--- src/rtl/serial_subtractor_pkg.sv ---
// Shared definitions for the bit-serial subtractor.
//   state_t       : controller state (IDLE / BUSY / DONE), 2 bits
//   DEFAULT_WIDTH : default operand/result width
//   clog2()       : bit count needed to index WIDTH serial steps
package serial_sub_pkg;

    typedef enum logic [1:0] {
        IDLE = 2'd0,
        BUSY = 2'd1,
        DONE = 2'd2
    } state_t;

    localparam int DEFAULT_WIDTH = 8;

    function automatic int clog2(input int value);
        int r;
        r = 0;
        for (int v = value - 1; v > 0; v = v >> 1) begin
            r = r + 1;
        end
        return r;
    endfunction

endpackage

--- src/rtl/serial_subtractor_if.sv ---
// Operand/result handshake bundle for serial_subtractor.
//   io_in_valid/io_in_ready   : operand pair handshake (io_a minuend, io_b subtrahend)
//   io_out_valid/io_out_ready : result handshake (io_d difference, io_bout borrow-out)
//   io_ovf                    : signed overflow, present only with SERIAL_SUB_OVF_EN
// Modports: master = producer/consumer side, slave = the subtractor.
interface serial_subtractor_if #(
    parameter int WIDTH = serial_sub_pkg::DEFAULT_WIDTH
);
    logic             io_in_valid;
    logic             io_in_ready;
    logic [WIDTH-1:0] io_a;
    logic [WIDTH-1:0] io_b;
    logic             io_out_valid;
    logic             io_out_ready;
    logic [WIDTH-1:0] io_d;
    logic             io_bout;
`ifdef SERIAL_SUB_OVF_EN
    logic             io_ovf;

    modport master (
        output io_in_valid, io_a, io_b, io_out_ready,
        input  io_in_ready, io_out_valid, io_d, io_bout, io_ovf
    );
    modport slave (
        input  io_in_valid, io_a, io_b, io_out_ready,
        output io_in_ready, io_out_valid, io_d, io_bout, io_ovf
    );
`else
    modport master (
        output io_in_valid, io_a, io_b, io_out_ready,
        input  io_in_ready, io_out_valid, io_d, io_bout
    );
    modport slave (
        input  io_in_valid, io_a, io_b, io_out_ready,
        output io_in_ready, io_out_valid, io_d, io_bout
    );
`endif
endinterface

--- src/rtl/serial_subtractor_cell.sv ---
// One-bit full subtractor: d = a - b - bin, with borrow-out.
//   a, b, bin : minuend bit, subtrahend bit, borrow-in
//   d, bout   : difference bit, borrow-out
module full_subtractor_cell (
    input  logic a,
    input  logic b,
    input  logic bin,
    output logic d,
    output logic bout
);
    assign d    = a ^ b ^ bin;
    // Borrow when a<b outright, or when a==b and a borrow is already pending.
    assign bout = (~a & b) | (~(a ^ b) & bin);
endmodule

--- src/rtl/serial_subtractor.sv ---
// Bit-serial WIDTH-bit subtractor: io_d = (io_a - io_b) mod 2^WIDTH, LSB first,
// one bit per clock, with io_bout = 1 when io_a < io_b (unsigned).
// Ports:
//   clock : rising-edge clock
//   reset : asynchronous active-high reset
//   io    : serial_subtractor_if.slave (operand and result handshakes)
// Optional macro SERIAL_SUB_OVF_EN adds io_ovf, the two's-complement overflow
// flag captured at the last bit alongside io_d.
// Timing: operands accepted on edge 0, io_out_valid rises after edge WIDTH and
// holds until io_out_ready. io_d/io_bout keep the last result afterwards.
module serial_subtractor
    import serial_sub_pkg::*;
#(
    parameter int WIDTH = DEFAULT_WIDTH
) (
    input logic                 clock,
    input logic                 reset,
    serial_subtractor_if.slave  io
);
    localparam int             CW   = clog2(WIDTH);
    localparam logic [CW-1:0]  LAST = CW'(WIDTH - 1);

    state_t             state_q, state_d;
    logic [WIDTH-1:0]   a_q, a_d;
    logic [WIDTH-1:0]   b_q, b_d;
    // Holds the WIDTH-1 low difference bits produced so far; the final bit
    // joins them directly on the way into d_q.
    logic [WIDTH-2:0]   res_q, res_d;
    logic [WIDTH-1:0]   res_ext;
    logic               borrow_q, borrow_d;
    logic [CW-1:0]      cnt_q, cnt_d;
    logic [WIDTH-1:0]   d_q, d_d;
    logic               bout_q, bout_d;
`ifdef SERIAL_SUB_OVF_EN
    logic               ovf_q, ovf_d;
`endif

    logic cell_d;
    logic cell_bout;

    full_subtractor_cell u_cell (
        .a    (a_q[0]),
        .b    (b_q[0]),
        .bin  (borrow_q),
        .d    (cell_d),
        .bout (cell_bout)
    );

    always_comb begin
        state_d  = state_q;
        a_d      = a_q;
        b_d      = b_q;
        res_d    = res_q;
        borrow_d = borrow_q;
        cnt_d    = cnt_q;
        d_d      = d_q;
        bout_d   = bout_q;
`ifdef SERIAL_SUB_OVF_EN
        ovf_d    = ovf_q;
`endif
        res_ext  = {cell_d, res_q};

        unique case (state_q)
            IDLE: begin
                if (io.io_in_valid) begin
                    a_d      = io.io_a;
                    b_d      = io.io_b;
                    res_d    = '0;
                    borrow_d = 1'b0;
                    cnt_d    = '0;
                    state_d  = BUSY;
                end
            end
            BUSY: begin
                a_d      = a_q >> 1;
                b_d      = b_q >> 1;
                res_d    = res_ext[WIDTH-1:1];
                borrow_d = cell_bout;
                cnt_d    = cnt_q + 1'b1;
                if (cnt_q == LAST) begin
                    // Publish only the completed value so no partial result
                    // ever appears on io_d.
                    d_d     = res_ext;
                    bout_d  = cell_bout;
                    cnt_d   = '0;
                    state_d = DONE;
`ifdef SERIAL_SUB_OVF_EN
                    // a_q[0]/b_q[0] are the original sign bits at this step.
                    ovf_d   = (a_q[0] ^ b_q[0]) & (a_q[0] ^ cell_d);
`endif
                end
            end
            DONE: begin
                if (io.io_out_ready) begin
                    state_d = IDLE;
                end
            end
            default: state_d = IDLE;
        endcase
    end

    always_ff @(posedge clock or posedge reset) begin
        if (reset) begin
            state_q  <= IDLE;
            a_q      <= '0;
            b_q      <= '0;
            res_q    <= '0;
            borrow_q <= 1'b0;
            cnt_q    <= '0;
            d_q      <= '0;
            bout_q   <= 1'b0;
`ifdef SERIAL_SUB_OVF_EN
            ovf_q    <= 1'b0;
`endif
        end else begin
            state_q  <= state_d;
            a_q      <= a_d;
            b_q      <= b_d;
            res_q    <= res_d;
            borrow_q <= borrow_d;
            cnt_q    <= cnt_d;
            d_q      <= d_d;
            bout_q   <= bout_d;
`ifdef SERIAL_SUB_OVF_EN
            ovf_q    <= ovf_d;
`endif
        end
    end

    assign io.io_in_ready  = (state_q == IDLE);
    assign io.io_out_valid = (state_q == DONE);
    assign io.io_d         = d_q;
    assign io.io_bout      = bout_q;
`ifdef SERIAL_SUB_OVF_EN
    assign io.io_ovf       = ovf_q;
`endif

endmodule
--- src/flat_wrapper.sv ---
// flat-port wrapper written by rule: the top's interface ports become plain ports
module serial_subtractor_flat import serial_sub_pkg::*;
#(
    parameter int WIDTH = DEFAULT_WIDTH
)
  (clock, reset, io_io_in_valid, io_io_a, io_io_b, io_io_out_ready, io_io_in_ready, io_io_out_valid, io_io_d, io_io_bout);
  serial_subtractor_if #(.WIDTH(WIDTH)) io_i ();
  input logic clock;
  input logic reset;
  input wire logic [$bits(io_i.io_in_valid)-1:0] io_io_in_valid;
  input wire logic [$bits(io_i.io_a)-1:0] io_io_a;
  input wire logic [$bits(io_i.io_b)-1:0] io_io_b;
  input wire logic [$bits(io_i.io_out_ready)-1:0] io_io_out_ready;
  output wire logic [$bits(io_i.io_in_ready)-1:0] io_io_in_ready;
  output wire logic [$bits(io_i.io_out_valid)-1:0] io_io_out_valid;
  output wire logic [$bits(io_i.io_d)-1:0] io_io_d;
  output wire logic [$bits(io_i.io_bout)-1:0] io_io_bout;
  assign io_i.io_in_valid = io_io_in_valid;
  assign io_i.io_a = io_io_a;
  assign io_i.io_b = io_io_b;
  assign io_i.io_out_ready = io_io_out_ready;
  assign io_io_in_ready = io_i.io_in_ready;
  assign io_io_out_valid = io_i.io_out_valid;
  assign io_io_d = io_i.io_d;
  assign io_io_bout = io_i.io_bout;
  serial_subtractor #(.WIDTH(WIDTH)) u_core (.clock(clock), .reset(reset), .io(io_i));
endmodule
--- config.mk ---
export PLATFORM = sky130hd
export DESIGN_NAME = serial_subtractor_flat
export DESIGN_NICKNAME = d
export VERILOG_FILES = /design/src/rtl/serial_subtractor_pkg.sv /design/src/rtl/serial_subtractor_if.sv /design/src/rtl/serial_subtractor_cell.sv /design/src/rtl/serial_subtractor.sv /design/src/flat_wrapper.sv
export SDC_FILE = /design/constraint.sdc
export NUM_CORES = 1
export LEC_CHECK = 0
export BUFFER_PORTS_ARGS = -buffer_cell sky130_fd_sc_hd__buf_2
export CAP_MARGIN = 15
export CORE_MARGIN = 4
export CORE_UTILIZATION = 58
export DETAILED_ROUTE_END_ITERATION = 10
export PLACE_DENSITY_LB_ADDON = 0.25
export SLEW_MARGIN = 20
export SYNTH_ARGS = -nofsm -noshare
export SYNTH_HDL_FRONTEND = slang
export SYNTH_SLANG_ARGS = --single-unit
--- constraint.sdc ---
create_clock -name clock -period 3.1 [get_ports clock]
set_clock_uncertainty 0.1 [all_clocks]
set_input_delay 0.31 -clock clock [delete_from_list [all_inputs] [get_ports clock]]
set_output_delay 0.31 -clock clock [all_outputs]
set_load 0.02 [all_outputs]
# After elaboration in Yosys (flattened, before gate mapping)

Cells that the tools add are included.

Register bits: 38
Input bits: 20
Logic and storage cells: 42

Bitwise operators: 7
$add $sub $neg: 1
Eq/ne operators: 6
Reductions and logical operators: 5
Muxes and demuxes: 15

Operators with widths:

| cell                                          | number |
|---|---|
| case mux 8 bit (2 select lines)               | 2 |
| 2-to-1 mux 8 bit                              | 2 |
| case mux 7 bit (2 select lines)               | 1 |
| 2-to-1 mux 7 bit                              | 1 |
| 2-to-1 mux 2 bit                              | 3 |
| 2-to-1 mux 3 bit                              | 2 |
| case mux 2 bit (3 select lines)               | 1 |
| case mux 3 bit (2 select lines)               | 1 |
| != test 2 bit, second input constant          | 2 |
| AND reduction 2 bit                           | 2 |
| adder 3 x 1 -> 3 bit, second input constant   | 1 |
| == test 3 bit, second input constant          | 1 |
| AND reduction 3 bit                           | 1 |
| bitwise AND 1 bit                             | 2 |
| == test 2 x 1 -> 1 bit, second input constant | 1 |
| == test 2 bit, second input constant          | 1 |
| zero test 2 bit                               | 1 |
| != test 2 x 1 -> 1 bit, second input constant | 1 |
| NOT 1 bit                                     | 2 |
| case mux 1 bit (2 select lines)               | 1 |
| nonzero test 2 bit                            | 1 |
| XOR 1 bit                                     | 2 |
| 2-to-1 mux 1 bit                              | 1 |
| bitwise OR 1 bit                              | 1 |

# Longest topological paths before layout

Depth in word-level cells: 5
Depth in mapped cells: 6
Mapped depth without buffers: 5

# Modules after synthesis

Synthesis repeated with hierarchy kept, for this count alone.

Cells, all modules: 141
Area, all modules: 1701.6 um2

By module, submodules not included:

| module               | cells each | area each (um2) | instances | sequential area each (um2) |
|---|---|---|---|---|
| serial_subtractor    | 137        | 1670.4          | 1         | 950.9 |
| full_subtractor_cell | 4          | 31.3            | 1         | 0.0 |

# Worst setup path after synthesis

No wires, ideal clock.

Path kind: register -> register
From: register u_core.cnt_q[0]
To: register u_core.d_q[0] (netlist: u_core.io.io_d[0])
Setup slack: 1535 ps
Stages on the path, launching flop included: 6
Arrival time: 1340 ps
Clock period less this slack: 1565 ps
Required time: 2875 ps
Cells stage by stage: dfrtp_1 ha_1 ha_1 nand3b_4 buf_6 mux2_4

Word-level cells in the longest chain between the ends: 2

RTL lines:

| what                          | RTL line                 | RTL |
|---|---|---|
| start: declaration            | serial_subtractor.sv:31  | `logic [CW-1:0] cnt_q, cnt_d;` |
| start signal: assignment      | serial_subtractor.sv:121 | `cnt_q <= cnt_d;` |
| == test 3 bit                 | serial_subtractor.sv:80  | `if (cnt_q == LAST) begin` |
| AND reduction 2 bit (no line) | n/a                      |  |
| end signal: assignment        | serial_subtractor.sv:110 | `d_q <= '0;` |
| end signal: assignment        | serial_subtractor.sv:122 | `d_q <= d_d;` |
| end: declaration              | serial_subtractor.sv:32  | `logic [WIDTH-1:0] d_q, d_d;` |

Every way passes these cells.
A chain may end at the register's enable or synchronous reset.

# Final worst setup path

From: register u_core.state_q[1]
To: output port io_io_out_valid

Word-level cells in the longest chain between the ends: 1

RTL lines:

| what                     | RTL line                 | RTL |
|---|---|---|
| start: declaration       | serial_subtractor.sv:23  | `state_t state_q, state_d;` |
| start signal: assignment | serial_subtractor.sv:116 | `state_q <= state_d;` |
| == test 2 bit            | serial_subtractor.sv:131 | `assign io.io_out_valid = (state_q == DONE);` |
| end: declaration         | flat_wrapper.sv:15       | `output wire logic [$bits(io_i.io_out_valid)-1:0] io_io_out_valid;` |

Every way passes these cells.

==> results.sh <==
export IMPL_status="completed"
export IMPL_syn2layout_area_growth_pct=10.8
export IMPL_drv_slew=0
export IMPL_hp_class="input port to flop"
export IMPL_drc=0
export IMPL_slew_headroom_pct=68.4
export IMPL_drive_gt1_share_pct=32.3
export IMPL_rrSetupSlack_ns=1.43
export IMPL_vdd_drop_max_uv=644
export IMPL_viasPerCell=6.15
export IMPL_worstHoldEndpoint="u_core.state_q[1]"
export IMPL_port_buffers=30
export IMPL_p_leak_nw=0.916
export IMPL_vias=1199
export IMPL_avgSynthCellArea_um2=12.6
export IMPL_cp_start_kind="flop"
export IMPL_coreArea_mm2=0.00278
export IMPL_dp_hpwl_mm=2.18
export IMPL_timing_fmax_ghz=0.540
export IMPL_grt_max_degree=39
export IMPL_clock_sinks=38
export IMPL_start_util_pct=61.0
export IMPL_setup_viol=0
export IMPL_syn_nets=158
export IMPL_syn_area_mm2=0.00170
export IMPL_cts_root_buf="clkbuf_4"
export IMPL_clk_insertion_delay_late_ns=0.33
export IMPL_path_cells="inv_1 > nor2_1 > buf_2"
export IMPL_avgRoutedWirePerCell_um=16.1
export IMPL_cpMaxStageDelayCell="dfrtp_1"
export IMPL_timing_final_crit_share_pct=59.8
export IMPL_grt_first_pass_wirelength_mm=5.40
export IMPL_synth_seq_cells=38
export IMPL_r2r_start="u_core.cnt_q[0]"
export IMPL_layout_common_cells="dfrtp_1 (38), buf_2 (30), o22ai_1 (28)"
export IMPL_num_nets_final=186
export IMPL_finalWirelength_mm=3.14
export IMPL_seq_area_um2=951
export IMPL_tns_ns=0
export IMPL_std_cell_rows=19
export IMPL_ys_seq_area_share_pct=56.1
export IMPL_synthCells=135
export IMPL_grtUsageTotal_pct=19.3
export IMPL_n_fill_cell=217
export IMPL_clk_pin_slew_ns=0.10
export IMPL_endpoint_kind="output pin"
export IMPL_hold_start="io_io_out_ready"
export IMPL_drtIter0Drc=34
export IMPL_detail_route_antenna_nets=0
export IMPL_maxCapViolCount=0
export IMPL_multi_input_area_um2=642
export IMPL_grt_overflow=0
export IMPL_tightest_slew_ns=0.474
export IMPL_cp_num_buf_inv=2
export IMPL_cts_buffers=5
export IMPL_synth_cell_type_count=25
export IMPL_post_route_min_period_ns=1.85
export IMPL_cts_htree_levels=2
export IMPL_hold_viol_final=0
export IMPL_crit_arrival_ns=1.44
export IMPL_r2r_end="u_core.io.io_d[6]"
export IMPL_gp_congestion=0.730
export IMPL_fp_dieArea_mm2=0.00385
export IMPL_cts_path_max_buffers=2
export IMPL_cp_required_ns=2.69
export IMPL_tritoncts="yes"
export IMPL_rsz0062_at_grt="false"
export IMPL_finalPower_mw=1.89
export IMPL_slowest_delay_ns=0.47
export IMPL_grt_pass1_vias=1265
export IMPL_r2r_cells=4
export IMPL_antenna_found_initial=0
export IMPL_path_class="flop to output pin"
export IMPL_first_pass_iters=4
export IMPL_yosysWarnings=0
export IMPL_cp_top_family="buffers and inverters"
export IMPL_powerDensity_mw_per_mm2=1000
export IMPL_final_common_cell="dfrtp_1"
export IMPL_holdPathStages=2
export IMPL_boundaryPins=31
export IMPL_die_h_um=62.1
export IMPL_antennaDiodeCount=0
export IMPL_cp_max_fo=16
export IMPL_die_w_um=62.1
kinds of logic after synthesis:
| group | count (synthesis) | synth area share (%) |
|---|---|---|
| buffers and inverters | 16 | 6.05 |
| adders and majority gates | 3 | 2.66 |
| AOI/OAI and AO/OA | 59 | 23.5 |
| and+or+nand+nor | 11 | 4.87 |
| DFF | 38 | 56.1 |
| muxes | 8 | 6.86 |
through the flow:
stage / worst slack, ns / util (%) / cell area (um^2) / hold slack [ns] / std cells
after global placement: 1.50 / 65.0 / 1810 / 0.335 / 186
after CTS: 1.25 / 67.5 / 1880 / 0.0413 / 195
after global routing: 1.11 / 67.5 / 1880 / 0.0256 / 195
after floorplan: 1.54 / - / 1700 / 0.296 / 135
after detailed placement: 1.45 / 65.0 / 1810 / 0.350 / 186
final: 1.25 / 67.5 / 1880 / 0.0501 / 195
repair_timing:
item | 4_1_cts | 5_1_grt
hold endpoints to repair | 38 | 0
hold buffers | 1 | 0
buffers inserted | 0 | 0
gates resized for setup | 0 | 0
cell usage after synthesis, drive strengths merged:
cell type  count  area share, %
buf           10            4.7
fa             1            1.2
inv            5            1.1
dfrtp         38             56
o21bai         1            1.1
a32o           2            1.2
o31ai          2            1.2
a21oi         15            4.4
mux2           8            6.9
a22o           9            4.6
nand2          3           0.66
ha             2            1.5
nand2b         2            1.6
nor2b          1           0.37
nor2           4            1.0
o22ai         28             10
o21ai          2           0.59
nand3b         1            1.2
clkbuf         1           0.22
routing by layer:
metal  GRT usage, %  up-vias  wire, um
met1           24.6      590      1340
met5              0        -         0
li1               -      566         -
met2           31.4       39      1580
met4           8.18        0        29
met3           4.96        4       185
worst reg2reg max path, delay by kind of cell, from the launching register on:
family	cells	cell delay, ns
multiplexers	1	0.36
flip-flops	1	0.43
adder cells (fa/ha/maj)	2	0.46
AND/OR/NAND/NOR	1	0.21
sequential cells by signal, indices dropped and copies added, names as in the netlist:
register and cells:
u_core.a_q 8, u_core.b_q 8, u_core.io.io_d 8, u_core.res_q 7
u_core.cnt_q 3, u_core.state_q 2, u_core.borrow_q 1, u_core.io.io_bout 1
power by group:
group | internal (mW) | total [mW] | switching [mW]
sequential | 0.715 | 0.886 | 0.172
combinational | 0.346 | 0.740 | 0.394
clock | 0.110 | 0.261 | 0.151
worst max path at each step:
stage,slack [ns],end,start,cells past startpoint
floorplan,1.54,u_core.io.io_d[0],u_core.cnt_q[0],5
global placement,1.50,u_core.io.io_d[6],u_core.cnt_q[0],4
detailed placement,1.45,u_core.io.io_d[6],u_core.cnt_q[0],4
CTS,1.25,io_io_out_valid,u_core.state_q[1],3
global route,1.11,io_io_out_valid,u_core.state_q[1],3
finish,1.25,io_io_out_valid,u_core.state_q[1],3
layout make-up:
type / instances / area share, %
clock buffer: 7 / 2.93
clock inverter: 1 / 0.266
inverter: 5 / 0.999
multi-input combinational: 81 / 34.2
sequential: 38 / 50.6
tap: 31 / 2.07
timing repair buffer: 32 / 8.93
Note: power is estimated with default switching activity, not from simulation.
